==> src/rtl/uart_tx_if.sv <==
// Byte hand-off between the transmit FIFO and the UART transmitter.
//
// Handshake: the FIFO raises `valid` while `din` holds a byte. The transmitter
// samples the pair only at its capture points: in IDLE, or at the final edge of
// a stop bit. A byte counts as transferred on the edge where it is sampled with
// `valid`=1. The transmitter then drives `data_accepted` high for exactly the
// following cycle. The FIFO advances `din` at the edge that ends that pulse.
// The transmitter does not look at `valid`/`din` while the pulse is high.
interface uart_tx_if;
  logic       valid;
  logic [7:0] din;
  logic       data_accepted;

  // FIFO side
  modport master (
    output valid,
    output din,
    input  data_accepted
  );

  // Transmitter side
  modport slave (
    input  valid,
    input  din,
    output data_accepted
  );
endinterface

==> src/rtl/uart_tx.sv <==
// 8N1 UART transmitter with optional even parity. It drains bytes from the
// upstream FIFO through uart_tx_if. Frames follow back to back while the FIFO
// stays non-empty.
module uart_tx #(
  parameter int CLKS_PER_BIT = 1250,
  parameter int PARITY_EN    = 0
) (
  input  logic       clk,
  input  logic       rst,
  uart_tx_if.slave   bus,
  output logic       tx,
  output logic       busy,
  output logic [2:0] o_state_dbg
);

  localparam int            BW    = (CLKS_PER_BIT > 1) ? $clog2(CLKS_PER_BIT) : 1;
  localparam logic [BW-1:0] BLAST = BW'(CLKS_PER_BIT - 1);

  typedef enum logic [2:0] {
    IDLE   = 3'd0,
    START  = 3'd1,
    DATA   = 3'd2,
    PARITY = 3'd3,
    STOP   = 3'd4
  } state_t;

  state_t        r_state;
  logic [7:0]    r_sh;
  logic [BW-1:0] r_bcnt;
  logic [2:0]    r_bidx;
  logic          r_par;
  logic          r_tx;
  logic          r_busy;
  logic          r_acc;
  logic          w_bit_end;

  // Last clock cycle of the current serial bit.
  assign w_bit_end = (r_bcnt == BLAST);

  assign tx                = r_tx;
  assign busy              = r_busy;
  assign bus.data_accepted = r_acc;
  assign o_state_dbg       = r_state;

  // Frame sequencer. All outputs are registered. A capture loads the byte and
  // drives the start bit in the same edge, so the start bit and the accept
  // pulse appear together.
  always_ff @(posedge clk or posedge rst) begin
    if (rst) begin
      r_state <= IDLE;
      r_sh    <= 8'h00;
      r_bcnt  <= '0;
      r_bidx  <= 3'd0;
      r_par   <= 1'b0;
      r_tx    <= 1'b1;
      r_busy  <= 1'b0;
      r_acc   <= 1'b0;
    end else begin
      r_acc <= 1'b0;
      case (r_state)
        IDLE: begin
          r_tx   <= 1'b1;
          r_busy <= 1'b0;
          if (bus.valid) begin
            r_sh    <= bus.din;
            r_par   <= ^bus.din;
            r_acc   <= 1'b1;
            r_bcnt  <= '0;
            r_tx    <= 1'b0;
            r_busy  <= 1'b1;
            r_state <= START;
          end
        end
        START: begin
          if (w_bit_end) begin
            r_bcnt  <= '0;
            r_bidx  <= 3'd0;
            r_tx    <= r_sh[0];
            r_state <= DATA;
          end else begin
            r_bcnt <= r_bcnt + BW'(1);
          end
        end
        DATA: begin
          if (w_bit_end) begin
            r_bcnt <= '0;
            r_sh   <= r_sh >> 1;
            if (r_bidx == 3'd7) begin
              if (PARITY_EN != 0) begin
                r_tx    <= r_par;
                r_state <= PARITY;
              end else begin
                r_tx    <= 1'b1;
                r_state <= STOP;
              end
            end else begin
              r_bidx <= r_bidx + 3'd1;
              r_tx   <= r_sh[1];
            end
          end else begin
            r_bcnt <= r_bcnt + BW'(1);
          end
        end
        PARITY: begin
          if (w_bit_end) begin
            r_bcnt  <= '0;
            r_tx    <= 1'b1;
            r_state <= STOP;
          end else begin
            r_bcnt <= r_bcnt + BW'(1);
          end
        end
        STOP: begin
          if (w_bit_end) begin
            r_bcnt <= '0;
            // A waiting byte starts the next frame with no idle gap.
            if (bus.valid) begin
              r_sh    <= bus.din;
              r_par   <= ^bus.din;
              r_acc   <= 1'b1;
              r_tx    <= 1'b0;
              r_busy  <= 1'b1;
              r_state <= START;
            end else begin
              r_tx    <= 1'b1;
              r_busy  <= 1'b0;
              r_state <= IDLE;
            end
          end else begin
            r_bcnt <= r_bcnt + BW'(1);
          end
        end
        default: begin
          r_tx    <= 1'b1;
          r_busy  <= 1'b0;
          r_bcnt  <= '0;
          r_state <= IDLE;
        end
      endcase
    end
  end

endmodule

==> src/flat_wrapper.sv <==
// flat-port wrapper written by rule: the top's interface ports become plain ports
module uart_tx_flat 
#(
  parameter int CLKS_PER_BIT = 1250,
  parameter int PARITY_EN    = 0
)
  (clk, rst, tx, busy, o_state_dbg, bus_valid, bus_din, bus_data_accepted);
  uart_tx_if bus_i ();
  input  logic clk;
  input  logic rst;
  output logic tx;
  output logic busy;
  output logic [2:0] o_state_dbg;
  input wire logic [$bits(bus_i.valid)-1:0] bus_valid;
  input wire logic [$bits(bus_i.din)-1:0] bus_din;
  output wire logic [$bits(bus_i.data_accepted)-1:0] bus_data_accepted;
  assign bus_i.valid = bus_valid;
  assign bus_i.din = bus_din;
  assign bus_data_accepted = bus_i.data_accepted;
  uart_tx #(.CLKS_PER_BIT(CLKS_PER_BIT), .PARITY_EN(PARITY_EN)) u_core (.clk(clk), .rst(rst), .bus(bus_i), .tx(tx), .busy(busy), .o_state_dbg(o_state_dbg));
endmodule
==> config.mk <==
export PLATFORM = sky130hd
export DESIGN_NAME = uart_tx_flat
export DESIGN_NICKNAME = d
export VERILOG_FILES = /design/src/rtl/uart_tx_if.sv /design/src/rtl/uart_tx.sv /design/src/flat_wrapper.sv
export SDC_FILE = /design/constraint.sdc
export NUM_CORES = 1
export LEC_CHECK = 0
export ABC_AREA = 1
export CAP_MARGIN = 15
export CORE_MARGIN = 5
export CORE_UTILIZATION = 52
export CTS_BUF_LIST = sky130_fd_sc_hd__clkbuf_16
export DETAILED_ROUTE_END_ITERATION = 6
export PLACE_DENSITY_LB_ADDON = 0.3
export SYNTH_ARGS = -nofsm -noshare
export SYNTH_HDL_FRONTEND = slang
export SYNTH_SLANG_ARGS = --single-unit
==> constraint.sdc <==
create_clock -name clk -period 3.5 [get_ports clk]
set_clock_uncertainty 0.1 [all_clocks]
set_input_delay 0.35 -clock clk [delete_from_list [all_inputs] [get_ports clk]]
set_output_delay 0.35 -clock clk [all_outputs]
set_load 0.03 [all_outputs]
# [After elaboration in Yosys (flattened, before gate mapping)]
# Index checks and enable logic that the tools add are counted.
[word_totals] ramBits=0 wordCells=64 out_inout_bits=6 memories=0 romBits=0 input_bits=11 ff_bits=28 latchBits=0
[classes] n_lt_le_gt_ge=0 n_shift=0 n_div=0 add_sub_neg=2 eq_ne=13 n_reduce_logical=10 n_bitwise=1 muxes=31 n_mul=0
[op_table] op="two-way mux 3 bit" count=9
[op_table] op="two-way mux 8 bit" count=3
[op_table] op="one-hot mux 8 bit (3 select lines)" count=1
[op_table] op="two-way mux 11 bit" count=2
[op_table] op="one-hot mux 11 bit (2 select lines)" count=1
[op_table] op="one-hot mux 3 bit (5 select lines)" count=1
[op_table] op="adder 11 x 1 -> 11 bit, second input constant" count=1
[op_table] op="equality test 11 bit, second input constant" count=1
[op_table] op="two-way mux 1 bit" count=10
[op_table] op="inequality test 2 x 1 -> 1 bit, second input constant" count=5
[op_table] op="AND reduction 4 bit" count=2
[op_table] op="equality test 3 x 2 -> 1 bit, second input constant" count=2
[op_table] op="equality test 3 bit, second input constant" count=2
[op_table] op="one-hot mux 3 bit (2 select lines)" count=1
[op_table] op="AND reduction 6 bit" count=1
[op_table] op="one-hot mux 1 bit (5 select lines)" count=1
[op_table] op="inequality test 2 bit, second input constant" count=2
[op_table] op="OR reduction 4 bit" count=1
[op_table] op="adder 3 x 1 -> 3 bit, second input constant" count=1
[op_table] op="equality test 3 x 1 -> 1 bit, second input constant" count=1
[op_table] op="zero test 3 bit" count=1
[op_table] op="one-hot mux 1 bit (3 select lines)" count=1
[op_table] op="AND reduction 3 bit" count=1
[op_table] op="nonzero test 3 bit" count=1
[op_table] op="5 further kinds" count=5

# [Logic depth before layout (Yosys ltp)]
[depth] depth_word=4 ltp_mapped=10 mapped_depth_nobuf=10

# [Worst setup path after synthesis]
# Ideal clock, no wire load.
[synth_path] kind="register to register" from="reg u_core.r_bcnt[0]" to="reg u_core.r_sh[1]" n_path_buf=0 path_slack_ns=2.016 path_stages_with_launch=9 arrival_ns=1.267 required_ns=3.284 setup_ns=0.116 synth_period_minus_slack_ns=1.484 cell_sequence="dfrtp_1 > ha_1 > nand2_1 > nor2_2 > nand3_4 > nand2_4 > nand2_4 > nand2_1 > nand2_1"
[synth_via] elab_chain_cells=3 elab_cells_between_ends=4 classes_between="eq/ne: 3; reduce/logical: 1"
[synth_rtl] element="from (decl)" line_no="uart_tx.sv:29" text="logic [BW-1:0] r_bcnt;"
[synth_rtl] element="from (signal assigned)" line_no="uart_tx.sv:81" text="r_bcnt <= r_bcnt + BW'(1);"
[synth_rtl] element="from (signal assigned)" line_no="uart_tx.sv:101" text="r_bcnt <= r_bcnt + BW'(1);"
[synth_rtl] element="from (signal assigned)" line_no="uart_tx.sv:110" text="r_bcnt <= r_bcnt + BW'(1);"
[synth_rtl] element="equality test 11 bit (*)" line_no="uart_tx.sv:38" text="assign w_bit_end = (r_bcnt == BLAST);"
[synth_rtl] element="inequality test 2 x 1 -> 1 bit (no line)"
[synth_rtl] element="AND reduction 3 bit (no line) (*)"
[synth_rtl] element="to (signal assigned)" line_no="uart_tx.sv:65" text="r_sh <= bus.din;"
[synth_rtl] element="to (signal assigned)" line_no="uart_tx.sv:87" text="r_sh <= r_sh >> 1;"
[synth_rtl] element="to (signal assigned)" line_no="uart_tx.sv:118" text="r_sh <= bus.din;"
[synth_rtl] element="to (decl)" line_no="uart_tx.sv:28" text="logic [7:0] r_sh;"
# Mark *: on every way between the ends. The rest lies on a longest branch, timed or not.
# A chain may end at the register's enable or synchronous reset.

# [Worst setup path after layout]
[layout_path] from="reg u_core.r_tx, in the netlist u_core.tx" to="out tx"
[layout_rtl] element="from (decl)" line_no="uart_tx.sv:32" text="logic r_tx;"
[layout_rtl] element="from (signal assigned)" line_no="uart_tx.sv:78" text="r_tx <= r_sh[0];"
[layout_rtl] element="from (signal assigned)" line_no="uart_tx.sv:90" text="r_tx <= r_par;"
[layout_rtl] element="from (signal assigned)" line_no="uart_tx.sv:98" text="r_tx <= r_sh[1];"
[layout_rtl] element="to (decl)" line_no="flat_wrapper.sv:11" text="output logic tx;"
# No word-level cell between the ends.

==> impl_metrics.py <==
metrics = {
    "worst_setup_path": {
        "crit_chain": "clkdlybuf4s50_1",
        "endpoint_kind": "output port",
        "max_stage_delay_ps": 660,
        "crit_arrival_ps": 1470,
        "path_delay_family": "buffers and inverters",
        "critPathKind": "flop to output port",
        "slowest_stage": "clkdlybuf4s50_1",
        "required_ps": 3050,
        "path_buf_inv": 1,
        "cp-start-kind": "flop",
        "crit_fanout": 2,
    },
    "synthesis": {
        "synthXorXnorAreaFrac": 0.0154,
        "synth.distinct_cells": 25,
        "mappedNetlistNets": 251,
        "synth-edff-count": 0,
        "synth-simple-area-share": 0.431,
        "synth_compound_area_frac": 0.0402,
        "ys_ff_latch": 28,
        "synth_top_family_by_area": "simple AND/OR/NAND/NOR gates",
        "syn-instance-count": 236,
        "synthFlopType": "dfrtp_1",
        "synth_most_common_cell": "nand2_1",
        "synth_top_cells_by_area": "dfrtp_1 39%, nand2_1 20%, nand3_1 6.7%",
        "synth-adder-area-share": 0.0292,
        "synthTopCellsByCount": "93 x nand2_1, 27 x dfrtp_1, 24 x inv_1",
        "synth.avg_cell_area_um2": 7.25,
        "yosysSeqAreaShare": 0.410,
        "synthMuxAreaShare": 0,
        "yosys_warnings": 0,
        "synth_top_area_share": 0.395,
        "async_flop_share": 1.00,
        "yosys.area.top_type": "dfrtp_1",
        "syn-cell-area_um2": 1710,
    },
    "die": {
        "core_area_um2": 3100,
        "die-area_um2": 4540,
        "start_util": 0.552,
        "fp.dieW_um": 67.4,
        "fp-row-count": 20,
        "io_pins": 17,
        "die_h_um": 67.4,
    },
    "sta": {
        "finalSetupTns_ps": 0,
        "fmax_mhz": 522,
        "period_needed_ps": 1920,
        "finalHoldViolCount": 0,
        "fin_crit_sh": 0.547,
        "slew_violations": 0,
        "fin_ws_ps": 1580,
        "finalSetupViolCount": 0,
        "slew_headroom": 0.635,
        "tightest_slew_ps": 547,
        "rsz0062_at_grt": "no",
    },
    "grt": {
        "grt_usage": 0.182,
        "grt_max_degree": 29,
        "antenna_found_initial": 0,
        "grt_pass1_wl_um": 6400,
        "grt_overflow": 0,
        "grt_pass1_vias": 1458,
    },
    "placed_design": {
        "pre_cts_ws_ps": 1720,
        "portBuffers": 16,
        "routabilityCongestion": 0.863,
        "hpwl_um": 2590,
        "place_inst": 293,
    },
    "power": {
        "power.density_nw_per_um2": 733,
        "vdd_drop_max_mv": 0.505,
        "leakage_nw": 1.02,
    },
    "route": {
        "routed_via_density": 5.18,
        "vias": 1544,
        "ant_nets": 0,
        "detail_route.wl_per_cell_um": 11.9,
        "first_iter_violations": 69,
        "totalWireLength_um": 3550,
        "drt_pass1_iterations": 4,
        "drc_errors": 0,
    },
    "cells_and_area": {
        "drive_above_1_share": 0.0945,
        "n_antenna_cell": 0,
        "area_growth_pct": 18.8,
        "layout.cells.non_filler": 298,
        "fillers": 297,
        "fin_nets": 270,
    },
    "run": {
        "cap_viol_max_count": 0,
    },
    "outcome": {
        "status": "completed",
    },
    "clocking": {
        "postCtsSetupBuffers": 0,
        "cts_resized": 0,
        "cts_made_buffers": 3,
        "cts-root-buf": "clkbuf_16",
        "numClockSinks": 28,
        "clk_latency_ps": 260,
        "cts.clk_slew.worst_paths_ps": 70,
        "cts_hold_buf": 0,
        "clockBufferDepth": 2,
        "htree_levels": 1,
        "cts_tree": "built",
    },
    "hold_path": {
        "holdCritPathClass": "input port to asynchronous set/reset pin",
    },
}
cell usage in the layout (no fill, tap or decap):
master,instances
a21oi_2,1
buf_16,1
bufinv_16,1
clkbuf_16,3
clkdlybuf4s50_1,16
dfrtp_1,27
dfstp_2,1
ha_1,4
inv_1,24
inv_2,3
nand2_1,93
nand2_2,3
nand2_4,4
nand3_1,23
nand3_2,2
nand3_4,1
nand4_1,9
nor2_1,18
nor2_2,2
nor2_4,2
nor3_1,1
nor3b_1,1
o21ai_0,2
o21ai_1,6
o21bai_1,1
o22ai_1,2
xor2_1,3
metrics by stage:
stage	hold WS (ps)	total power, mW	instance area (µm²)	util
floorplan	315	0.984	1710	-
global placement	356	1.14	1900	0.613
detailed placement	360	1.15	1900	0.613
CTS	377	1.49	2010	0.646
global route	386	1.61	2030	0.655
finish	332	1.49	2030	0.655
where the power goes:
group,switching [mW],leakage (nW),internal (mW)
Combinational,0.424,0.607,0.225
Sequential,0.0851,0.366,0.422
Clock,0.106,0.0511,0.228
Total,0.615,1.02,0.875
registers in the layout (all words and copies together) (netlist names):
| name | cells |
|---|---|
| u_core.r_bcnt | 11 |
| u_core.r_sh | 8 |
| u_core.o_state_dbg | 3 |
| u_core.r_bidx | 3 |
| u_core.bus.data_accepted | 1 |
| u_core.busy | 1 |
| u_core.tx | 1 |
final timing paths:
path                                              start                            to  slack [ps]  cells past startpoint
setup / recovery                  u_core.tx$_DFFE_PP1P_                            tx        1580                      1
hold / removal                                      rst  u_core.r_bidx[1]$_DFFE_PP0P_         330                      2
setup reg to reg           u_core.r_bcnt[0]$_DFFE_PP0N_    u_core.r_sh[6]$_DFFE_PP0P_        1780                      8
hold reg to reg              u_core.r_sh[5]$_DFFE_PP0P_    u_core.r_sh[5]$_DFFE_PP0P_         380                      2
max in group asynchronous                           rst         u_core.tx$_DFFE_PP1P_        2420                      3
min in group clk             u_core.r_sh[5]$_DFFE_PP0P_    u_core.r_sh[5]$_DFFE_PP0P_         380                      2
cell type report:
class / instances / area, µm² / area share
Multi-Input combinational cell: 178 / 882 / 0.434
Sequential cell: 28 / 702 / 0.345
Timing Repair Buffer: 17 / 188 / 0.0923
Inverter: 27 / 101 / 0.0498
Clock buffer: 3 / 75.1 / 0.0369
Tap cell: 44 / 55.1 / 0.0271
Clock inverter: 1 / 30.0 / 0.0148
per-layer routing:
layer | GRT usage | wire length (µm) | part of all wire
met3 | 0.0266 | 117 | 0.033
met1 | 0.256 | 1750 | 0.49
met5 | 0 | 0 | 0
met4 | 0.0582 | 33 | 0.0093
met2 | 0.290 | 1650 | 0.46
logic make-up after synthesis:
family | after synthesis
compound gates | 12
fa+ha+maj | 4
xor+xnor | 3
flops | 28
simple gates | 159
buf+inv | 30
Power figures use the tool's default switching activity.
